<file path="config.mk">
export PLATFORM = sky130hd
export DESIGN_NAME = cpu_irq_timer_flat
export DESIGN_NICKNAME = d
export VERILOG_FILES = /design/src/rtl/cpu_irq_timer_if.sv /design/src/rtl/cpu_irq_timer.sv /design/src/flat_wrapper.sv
export SDC_FILE = /design/constraint.sdc
export NUM_CORES = 1
export LEC_CHECK = 0
export BUFFER_PORTS_ARGS = -buffer_cell sky130_fd_sc_hd__buf_2
export CORE_ASPECT_RATIO = 1.75
export CORE_MARGIN = 2
export CORE_UTILIZATION = 30
export CTS_CLUSTER_SIZE = 14
export DETAILED_ROUTE_END_ITERATION = 12
export PLACE_DENSITY = 0.54
export SLEW_MARGIN = 30
export SYNTH_ARGS = -nofsm -noshare
export SYNTH_HDL_FRONTEND = slang
export SYNTH_SLANG_ARGS = --single-unit
</file>
<file path="constraint.sdc">
create_clock -name clk -period 2.3 [get_ports clk]
set_input_delay 0.69 -clock clk [delete_from_list [all_inputs] [get_ports clk]]
set_output_delay 0.69 -clock clk [all_outputs]
set_load 0.02 [all_outputs]
</file>
<file path="src/rtl/cpu_irq_timer_if.sv">
// CPU-side register bus for cpu_irq_timer: look-ahead access strobes in,
// registered read data and interrupt lines out.
interface cpu_irq_timer_if;
    logic       cs;
    logic [3:0] addr;
    logic       we;
    logic [7:0] di;
    logic       ready;
    logic [7:0] dout;
    logic       irq;
    logic       nmi;

    modport master (
        output cs, addr, we, di, ready,
        input  dout, irq, nmi
    );

    modport slave (
        input  cs, addr, we, di, ready,
        output dout, irq, nmi
    );
endinterface

</file>
<file path="src/rtl/cpu_irq_timer.sv">
// Memory-mapped interval timer with prescaler, interrupt status/mask
// registers, software interrupt and pulse-stretched NMI for the cpu4510 bus.
module cpu_irq_timer #(
    parameter int NMI_PULSE = 2
) (
    input  logic           clk,
    input  logic           reset,
    cpu_irq_timer_if.slave bus
);
    localparam logic [3:0] NMI_LOAD = 4'(NMI_PULSE);

    logic [15:0] latch_q, latch_d;
    logic [15:0] count_q, count_d;
    logic [7:0]  pcnt_q, pcnt_d;
    logic [7:0]  pre_q, pre_d;
    logic        run_q, run_d;
    logic        oneshot_q, oneshot_d;
    logic [1:0]  isr_q, isr_d;
    logic [1:0]  imr_q, imr_d;
    logic [3:0]  nmi_cnt_q, nmi_cnt_d;
    logic [7:0]  do_q, do_d;

    logic        access, wr, tick, underflow, irq;
    logic [7:0]  rdata;

    assign access    = bus.cs & bus.ready;
    assign wr        = access & bus.we;
    assign tick      = run_q && (pcnt_q == 8'd0);
    assign underflow = tick && (count_q == 16'd0);
    assign irq       = |(isr_q & imr_q);

    always_comb begin
        rdata = 8'h00;
        case (bus.addr)
            4'd0:    rdata = count_q[7:0];
            4'd1:    rdata = count_q[15:8];
            4'd2:    rdata = {6'b0, oneshot_q, run_q};
            4'd3:    rdata = {irq, 5'b0, isr_q};
            4'd4:    rdata = {6'b0, imr_q};
            4'd6:    rdata = pre_q;
            default: rdata = 8'h00;
        endcase
    end

    always_comb begin
        latch_d   = latch_q;
        count_d   = count_q;
        pcnt_d    = pcnt_q;
        pre_d     = pre_q;
        run_d     = run_q;
        oneshot_d = oneshot_q;
        isr_d     = isr_q;
        imr_d     = imr_q;
        nmi_cnt_d = (nmi_cnt_q != 4'd0) ? nmi_cnt_q - 4'd1 : 4'd0;
        do_d      = (access && !bus.we) ? rdata : do_q;

        // Timer first; register writes below override where they collide.
        if (run_q) begin
            if (pcnt_q != 8'd0) begin
                pcnt_d = pcnt_q - 8'd1;
            end else begin
                pcnt_d = pre_q;
                if (count_q != 16'd0) begin
                    count_d = count_q - 16'd1;
                end else begin
                    count_d = latch_q;
                    if (oneshot_q) run_d = 1'b0;
                end
            end
        end

        // ISR clear is applied before hardware sets so a same-edge set wins.
        if (wr) begin
            case (bus.addr)
                4'd0: latch_d[7:0]  = bus.di;
                4'd1: latch_d[15:8] = bus.di;
                4'd2: begin
                    run_d     = bus.di[0];
                    oneshot_d = bus.di[1];
                    if (bus.di[2]) begin
                        count_d = latch_q;
                        pcnt_d  = pre_q;
                    end
                end
                4'd3: isr_d = isr_q & ~bus.di[1:0];
                4'd4: imr_d = bus.di[1:0];
                4'd5: begin
                    if (bus.di[0]) isr_d[1] = 1'b1;
                    if (bus.di[1]) nmi_cnt_d = NMI_LOAD;
                end
                4'd6: pre_d = bus.di;
                default: ;
            endcase
        end

        if (underflow) isr_d[0] = 1'b1;
    end

    always_ff @(posedge clk or negedge reset) begin
        if (!reset) begin
            latch_q   <= 16'hFFFF;
            count_q   <= 16'hFFFF;
            pcnt_q    <= 8'h00;
            pre_q     <= 8'h00;
            run_q     <= 1'b0;
            oneshot_q <= 1'b0;
            isr_q     <= 2'b00;
            imr_q     <= 2'b00;
            nmi_cnt_q <= 4'd0;
            do_q      <= 8'h00;
        end else begin
            latch_q   <= latch_d;
            count_q   <= count_d;
            pcnt_q    <= pcnt_d;
            pre_q     <= pre_d;
            run_q     <= run_d;
            oneshot_q <= oneshot_d;
            isr_q     <= isr_d;
            imr_q     <= imr_d;
            nmi_cnt_q <= nmi_cnt_d;
            do_q      <= do_d;
        end
    end

    assign bus.dout = do_q;
    assign bus.irq  = irq;
    assign bus.nmi  = (nmi_cnt_q != 4'd0);
endmodule

</file>
<file path="src/flat_wrapper.sv">
// flat-port wrapper written by rule: the top's interface ports become plain ports
module cpu_irq_timer_flat 
#(
    parameter int NMI_PULSE = 2
)
  (clk, reset, bus_cs, bus_addr, bus_we, bus_di, bus_ready, bus_dout, bus_irq, bus_nmi);
  cpu_irq_timer_if bus_i ();
  input  logic clk;
  input  logic reset;
  input wire logic [$bits(bus_i.cs)-1:0] bus_cs;
  input wire logic [$bits(bus_i.addr)-1:0] bus_addr;
  input wire logic [$bits(bus_i.we)-1:0] bus_we;
  input wire logic [$bits(bus_i.di)-1:0] bus_di;
  input wire logic [$bits(bus_i.ready)-1:0] bus_ready;
  output wire logic [$bits(bus_i.dout)-1:0] bus_dout;
  output wire logic [$bits(bus_i.irq)-1:0] bus_irq;
  output wire logic [$bits(bus_i.nmi)-1:0] bus_nmi;
  assign bus_i.cs = bus_cs;
  assign bus_i.addr = bus_addr;
  assign bus_i.we = bus_we;
  assign bus_i.di = bus_di;
  assign bus_i.ready = bus_ready;
  assign bus_dout = bus_i.dout;
  assign bus_irq = bus_i.irq;
  assign bus_nmi = bus_i.nmi;
  cpu_irq_timer #(.NMI_PULSE(NMI_PULSE)) u_core (.clk(clk), .reset(reset), .bus(bus_i));
endmodule
</file>
-- Yosys cells after proc, flatten, opt, wreduce, memory -nomap -nowiden
Cells that the tools add are included.
- register bits after elaboration: 66
- bits in latches: 0
- bits in writable memories: 0
- ROM bits: 0
- bits of input ports: 17
- output and inout bits: 10
- word-level logic and storage cells: 75
- memories kept: 0
- add/subtract/negate cells: 3
- multipliers: 0
- div/mod/pow operators: 0
- magnitude comparators: 0
- equal/unequal tests: 7
- shifts and indexed selects: 0
- multiplexer cells: 27
- bitwise gates (word level): 5
- reduce and logical (&&, ||, !) cells: 21
- operators with widths (kind ; count):
    two-way mux 16 bit ; 6
    case mux 8 bit (6 select lines) ; 1
    two-way mux 8 bit ; 5
    logical NOT 16 bit ; 1
    two-way mux 4 bit ; 4
    nonzero test 16 bit ; 1
    subtractor 16 x 1 -> 16 bit (second input constant) ; 1
    == test 4 x 3 -> 1 bit (second input constant) ; 3
    AND reduction 2 bit ; 6
    two-way mux 1 bit ; 10
    == test 4 x 2 -> 1 bit (second input constant) ; 2
    logical NOT 8 bit ; 1
    nonzero test 8 bit ; 1
    subtractor 8 x 1 -> 8 bit (second input constant) ; 1
    nonzero test 2 bit ; 3
    bitwise AND 2 bit ; 2
    == test 4 x 1 -> 1 bit (second input constant) ; 1
    logical NOT 4 bit ; 1
    nonzero test 4 bit ; 1
    subtractor 4 x 1 -> 4 bit (second input constant) ; 1
    logical AND 1 bit ; 3
    AND reduction 3 bit ; 1
    bitwise AND 1 bit ; 2
    != test 2 bit (second input constant) ; 1
    4 further kinds ; 4

-- Logic depth before layout (Yosys ltp)
- depth after elaboration: 7
- mapped depth: 9
- mapped depth without buffers: 7

-- Worst setup path after synthesis
Ideal clock, no wire load.
- path type: reg2reg
- start: register u_core.count_q[8]
- end: register u_core.count_q[1]
- setup time: 79 ps
- arrival: 2011 ps
- required time: 2221 ps
- setup slack: 210 ps
- stages on the path, launching flop included: 8
- buffers on the path: 2
- period minus slack after synthesis: 2090 ps
- cells stage by stage: dfstp_2 -> or4_1 -> buf_2 -> or4_4 -> o21ai_4 -> buf_6 -> nand2_1 -> o21ai_0
- cells in the longest elaborated chain, start to end: 7
- ends and longest elaborated chain (item ; line ; source):
    start: declaration ; cpu_irq_timer.sv:13 ; logic [15:0] count_q, count_d;
    start signal: assignment ; cpu_irq_timer.sv:113 ; count_q <= count_d;
    nonzero test 16 bit (*) ; cpu_irq_timer.sv:63 ; if (count_q != 16'd0) begin
    two-way mux 16 bit (*) ; cpu_irq_timer.sv:63 ;
    two-way mux 16 bit (*) ; cpu_irq_timer.sv:59 ; if (pcnt_q != 8'd0) begin
    two-way mux 16 bit (*) ; cpu_irq_timer.sv:58 ; if (run_q) begin
    two-way mux 16 bit ; cpu_irq_timer.sv:80 ; if (bus.di[2]) begin
    two-way mux 16 bit ; cpu_irq_timer.sv:74 ; case (bus.addr)
    two-way mux 16 bit (*) ; cpu_irq_timer.sv:73 ; if (wr) begin
    net u_core.count_d[1] ; cpu_irq_timer.sv:13 ;
Mark *: on every way through the listed nets, which the timed path passes. The rest lies on a longest branch.
A chain may end at the register's enable or synchronous reset.

-- Worst setup path after layout
- start: register u_core.count_q[0]
- end: register u_core.count_q[6]
- cells in the longest elaborated chain, start to end: 7
- elaborated cells on any way between the ends: 8
- classes of those cells: 1 x add/sub; 6 x mux; 1 x reduce/logical
- ends and longest elaborated chain (item ; line):
    subtractor 16 x 1 -> 16 bit / nonzero test 16 bit (equally long branches) ; cpu_irq_timer.sv:64, cpu_irq_timer.sv:63
    two-way mux 16 bit (*) ; cpu_irq_timer.sv:63
    two-way mux 16 bit (*) ; cpu_irq_timer.sv:59
    two-way mux 16 bit (*) ; cpu_irq_timer.sv:58
    two-way mux 16 bit ; cpu_irq_timer.sv:80
    two-way mux 16 bit ; cpu_irq_timer.sv:74
    two-way mux 16 bit (*) ; cpu_irq_timer.sv:73
    net u_core.count_d[6] ; cpu_irq_timer.sv:13
Marked as above.

==> flow_metrics.py <==
metrics = {
    "status": {
        "status": "complete, but fails checks",
        "violations": "design-rule violations",
    },
    "critical_path": {
        "critPathLaunchType": "flip-flop",
        "endpoint_kind": "flip-flop",
        "crit_chain": "inv_1 > ha_1 > or4b_4 > or4_4 > o21ai_4 > buf_12 > nand2_1 > o21ai_0",
        "crit_path_top_delay_cell": "or4_4",
        "crit_arrival_ns": 2.49,
        "crit_family": "simple AND/OR/NAND/NOR gates",
        "rrSetupSlack_ns": 0.05,
        "max_stage_delay_ns": 0.52,
        "r2r_cells": 8,
        "cp_max_fo": 25,
        "cp.required_ns": 2.54,
        "crit-reg2reg-capture": "u_core.count_q[6]$_DFF_PN1_",
        "reg2reg_from": "u_core.count_q[0]$_DFF_PN1_",
        "crit_buf_inv": 2,
        "critPathKind": "reg -> reg",
    },
    "place": {
        "hpwl_um": 6985,
        "dp_cells": 509,
        "gp_congestion": 0.8489,
        "port_buffers": 26,
    },
    "grt": {
        "grt_util_met3": 0.02079,
        "grt_usage": 0.1546,
        "antenna_found_initial": 0,
        "grt_pass1_vias": 2972,
        "use_met2": 0.2867,
        "met1_usage": 0.1657,
        "overflow": 0,
        "grt_max_degree": 67,
        "busiest_layer": "met2",
        "grt_pass1_wl_um": 15220,
    },
    "sta": {
        "tightest_slew_ns": 0.5565,
        "rsz0062_at_grt": "true",
        "finClkSkew_ns": 0.006193,
        "setup_tns_ns": 0,
        "slew_viol_final": 0,
        "fmax_ghz": 0.4446,
        "max_slew_margin": 0.6282,
        "hold_slack_ns": 0.3651,
        "setup_violations": 0,
        "min_period_ns": 2.249,
        "post-route-period-util": 0.9780,
        "hold_viol": 0,
    },
    "synth": {
        "async_flop_share": 1.000,
        "synth_nets": 363,
        "ys.flop_type": "dfrtp_1",
        "synth.distinct_cells": 58,
        "avgSynthCellArea_um2": 10.27,
        "postSynthCellCount": 342,
        "synth.cell_area_mm2": 0.003512,
        "synth_edf_count": 0,
        "ys_seq_area_frac": 0.4817,
        "synth_warnings": 0,
        "ys_seq_elements": 66,
    },
    "drt": {
        "drcViolationCount": 2,
        "via_per_inst": 5.282,
        "drt_first_pass_iters": 8,
        "drtAntennaViolNets": 0,
        "drtIter0Drc": 198,
        "finalWirelength_um": 9220,
        "wl_per_cell_um": 17.56,
        "vias": 2773,
    },
    "floorplanning": {
        "initial_core_util": 0.3050,
        "core.rowCount": 52,
        "die_y_um": 147.1,
        "core_area_mm2": 0.01152,
        "io_pins": 27,
        "dieArea_mm2": 0.01262,
        "die_w_um": 85.79,
    },
    "final_layout": {
        "post-route-util": 0.3684,
        "nNetsFinal": 406,
        "fin_cells": 525,
        "final_cell_mix": "nand2_1 (43), dfrtp_1 (34), dfstp_2 (32)",
        "n_fill_cell": 1153,
        "diodes": 0,
        "area_delta_synth_final_pct": 20.81,
        "drive_above_1_share": 0.3538,
        "layout_commonest_cell": "nand2_1",
    },
    "power": {
        "p_per_area_mw_per_mm2": 827.4,
        "p_sw_w": 0.0009279,
        "swShare": 0.2643,
        "power_leakage_nw": 1.768,
        "p_clk_frac": 0.422,
        "peakVddDrop_mv": 0.3165,
        "internal_power_w": 0.002583,
        "p_comb_frac": 0.146,
        "seq_power_share": 0.432,
    },
    "cts": {
        "cts_resized": 0,
        "clk_pin_slew_worst_paths_ns": 0.06,
        "hold_buffers": 0,
        "cts-root-buf": "clkbuf_16",
        "cts_tree": "yes",
        "cts_sinks": 66,
        "cts_setup_buffers": 0,
        "htree_levels": 3,
        "clk_path_buf_depth": 2,
        "numCtsBuffers": 9,
        "clkLatencyLatePin_ns": 0.33,
    },
    "worst_hold_path": {
        "hold_path_class": "in -> async",
    },
    "run": {
        "maxCapViolations": 0,
    },
}
## cell usage after synthesis (all sizes together), types with 8 or more instances
library cell | number | area [µm²]
nand2 | 43 | 161.4
dfrtp | 34 | 850.8
dfstp | 32 | 840.8
o21ai | 31 | 177.7
mux2 | 25 | 281.5
nor2 | 25 | 93.84
clkbuf | 12 | 65.07
a21oi | 11 | 55.05
inv | 10 | 37.54
nor3 | 8 | 40.04
xnor2 | 8 | 70.07
## routing by layer
layer	vias up	routed length [µm]	share of wire
li1	1327	-	-
met1	1368	3588	0.39
met2	56	5081	0.55
met3	22	253	0.027
met4	0	297	0.032
met5	-	0	0
## power by group through the flow
stage	logic [W]	clock network [W]	registers, W
after floorplan	0.000359	0	0.00148
after global placement	0.000507	0	0.00153
after detailed placement	0.000520	0	0.00153
after CTS	0.000524	0.00152	0.00151
after global routing	0.000575	0.00157	0.00154
final	0.000514	0.00148	0.00152
## logic make-up (layout without fill, tap and decap cells)
| group | Yosys count | in the layout | synth area share |
|---|---|---|---|
| AND/OR/NAND/NOR | 128 | 128 | 0.1913 |
| AO/OA/AOI/OAI | 75 | 75 | 0.1425 |
| flip-flops | 66 | 66 | 0.4817 |
| multiplexers | 31 | 31 | 0.1008 |
| buffers and inverters | 25 | 73 | 0.03705 |
| XOR/XNOR | 13 | 13 | 0.03242 |
| adder cells (fa/ha/maj) | 4 | 4 | 0.01425 |
## registers in the layout (all words and copies together), names as in the netlist
signal	flops
u_core.bus.dout	8
u_core.count_q	16
u_core.imr_q	2
u_core.isr_q	2
u_core.latch_q	16
u_core.nmi_cnt_q	4
u_core.oneshot_q	1
u_core.pcnt_q	8
u_core.pre_q	8
u_core.run_q	1
## how the worst max path moves through the flow
| stage | cells past startpoint | to | start |
|---|---|---|---|
| after floorplan | 7 | u_core.count_q[1]$_DFF_PN1_ | u_core.count_q[8]$_DFF_PN1_ |
| after global placement | 8 | u_core.count_q[6]$_DFF_PN1_ | u_core.count_q[0]$_DFF_PN1_ |
| after detailed placement | 8 | u_core.count_q[6]$_DFF_PN1_ | u_core.count_q[0]$_DFF_PN1_ |
| after CTS | 8 | u_core.count_q[6]$_DFF_PN1_ | u_core.count_q[0]$_DFF_PN1_ |
| after global routing | 8 | u_core.count_q[2]$_DFF_PN1_ | u_core.count_q[0]$_DFF_PN1_ |
| final | 8 | u_core.count_q[6]$_DFF_PN1_ | u_core.count_q[0]$_DFF_PN1_ |
## stage by stage
step | power (W) | worst slack, ns | instance area (µm²)
floorplan | 0.001837 | 0.2104 | 3512
global placement | 0.002034 | 0.1025 | 3914
detailed placement | 0.002051 | 0.07667 | 3914
CTS | 0.003558 | 0.05757 | 4243
global route | 0.003686 | -0.01529 | 4243
finish | 0.003511 | 0.05061 | 4243
## area by class of cell
cell class | instances | area [µm²] | area share
tap | 135 | 168.9 | 0.03981
sequential | 66 | 1692 | 0.3987
inverter | 10 | 37.54 | 0.008847
clock buffer | 10 | 239.0 | 0.05633
timing repair buffer | 47 | 325.3 | 0.07667
clock inverter | 6 | 90.09 | 0.02123
multi-input combinational | 251 | 1690 | 0.3984
Note: power is estimated with default switching activity, not from simulation.
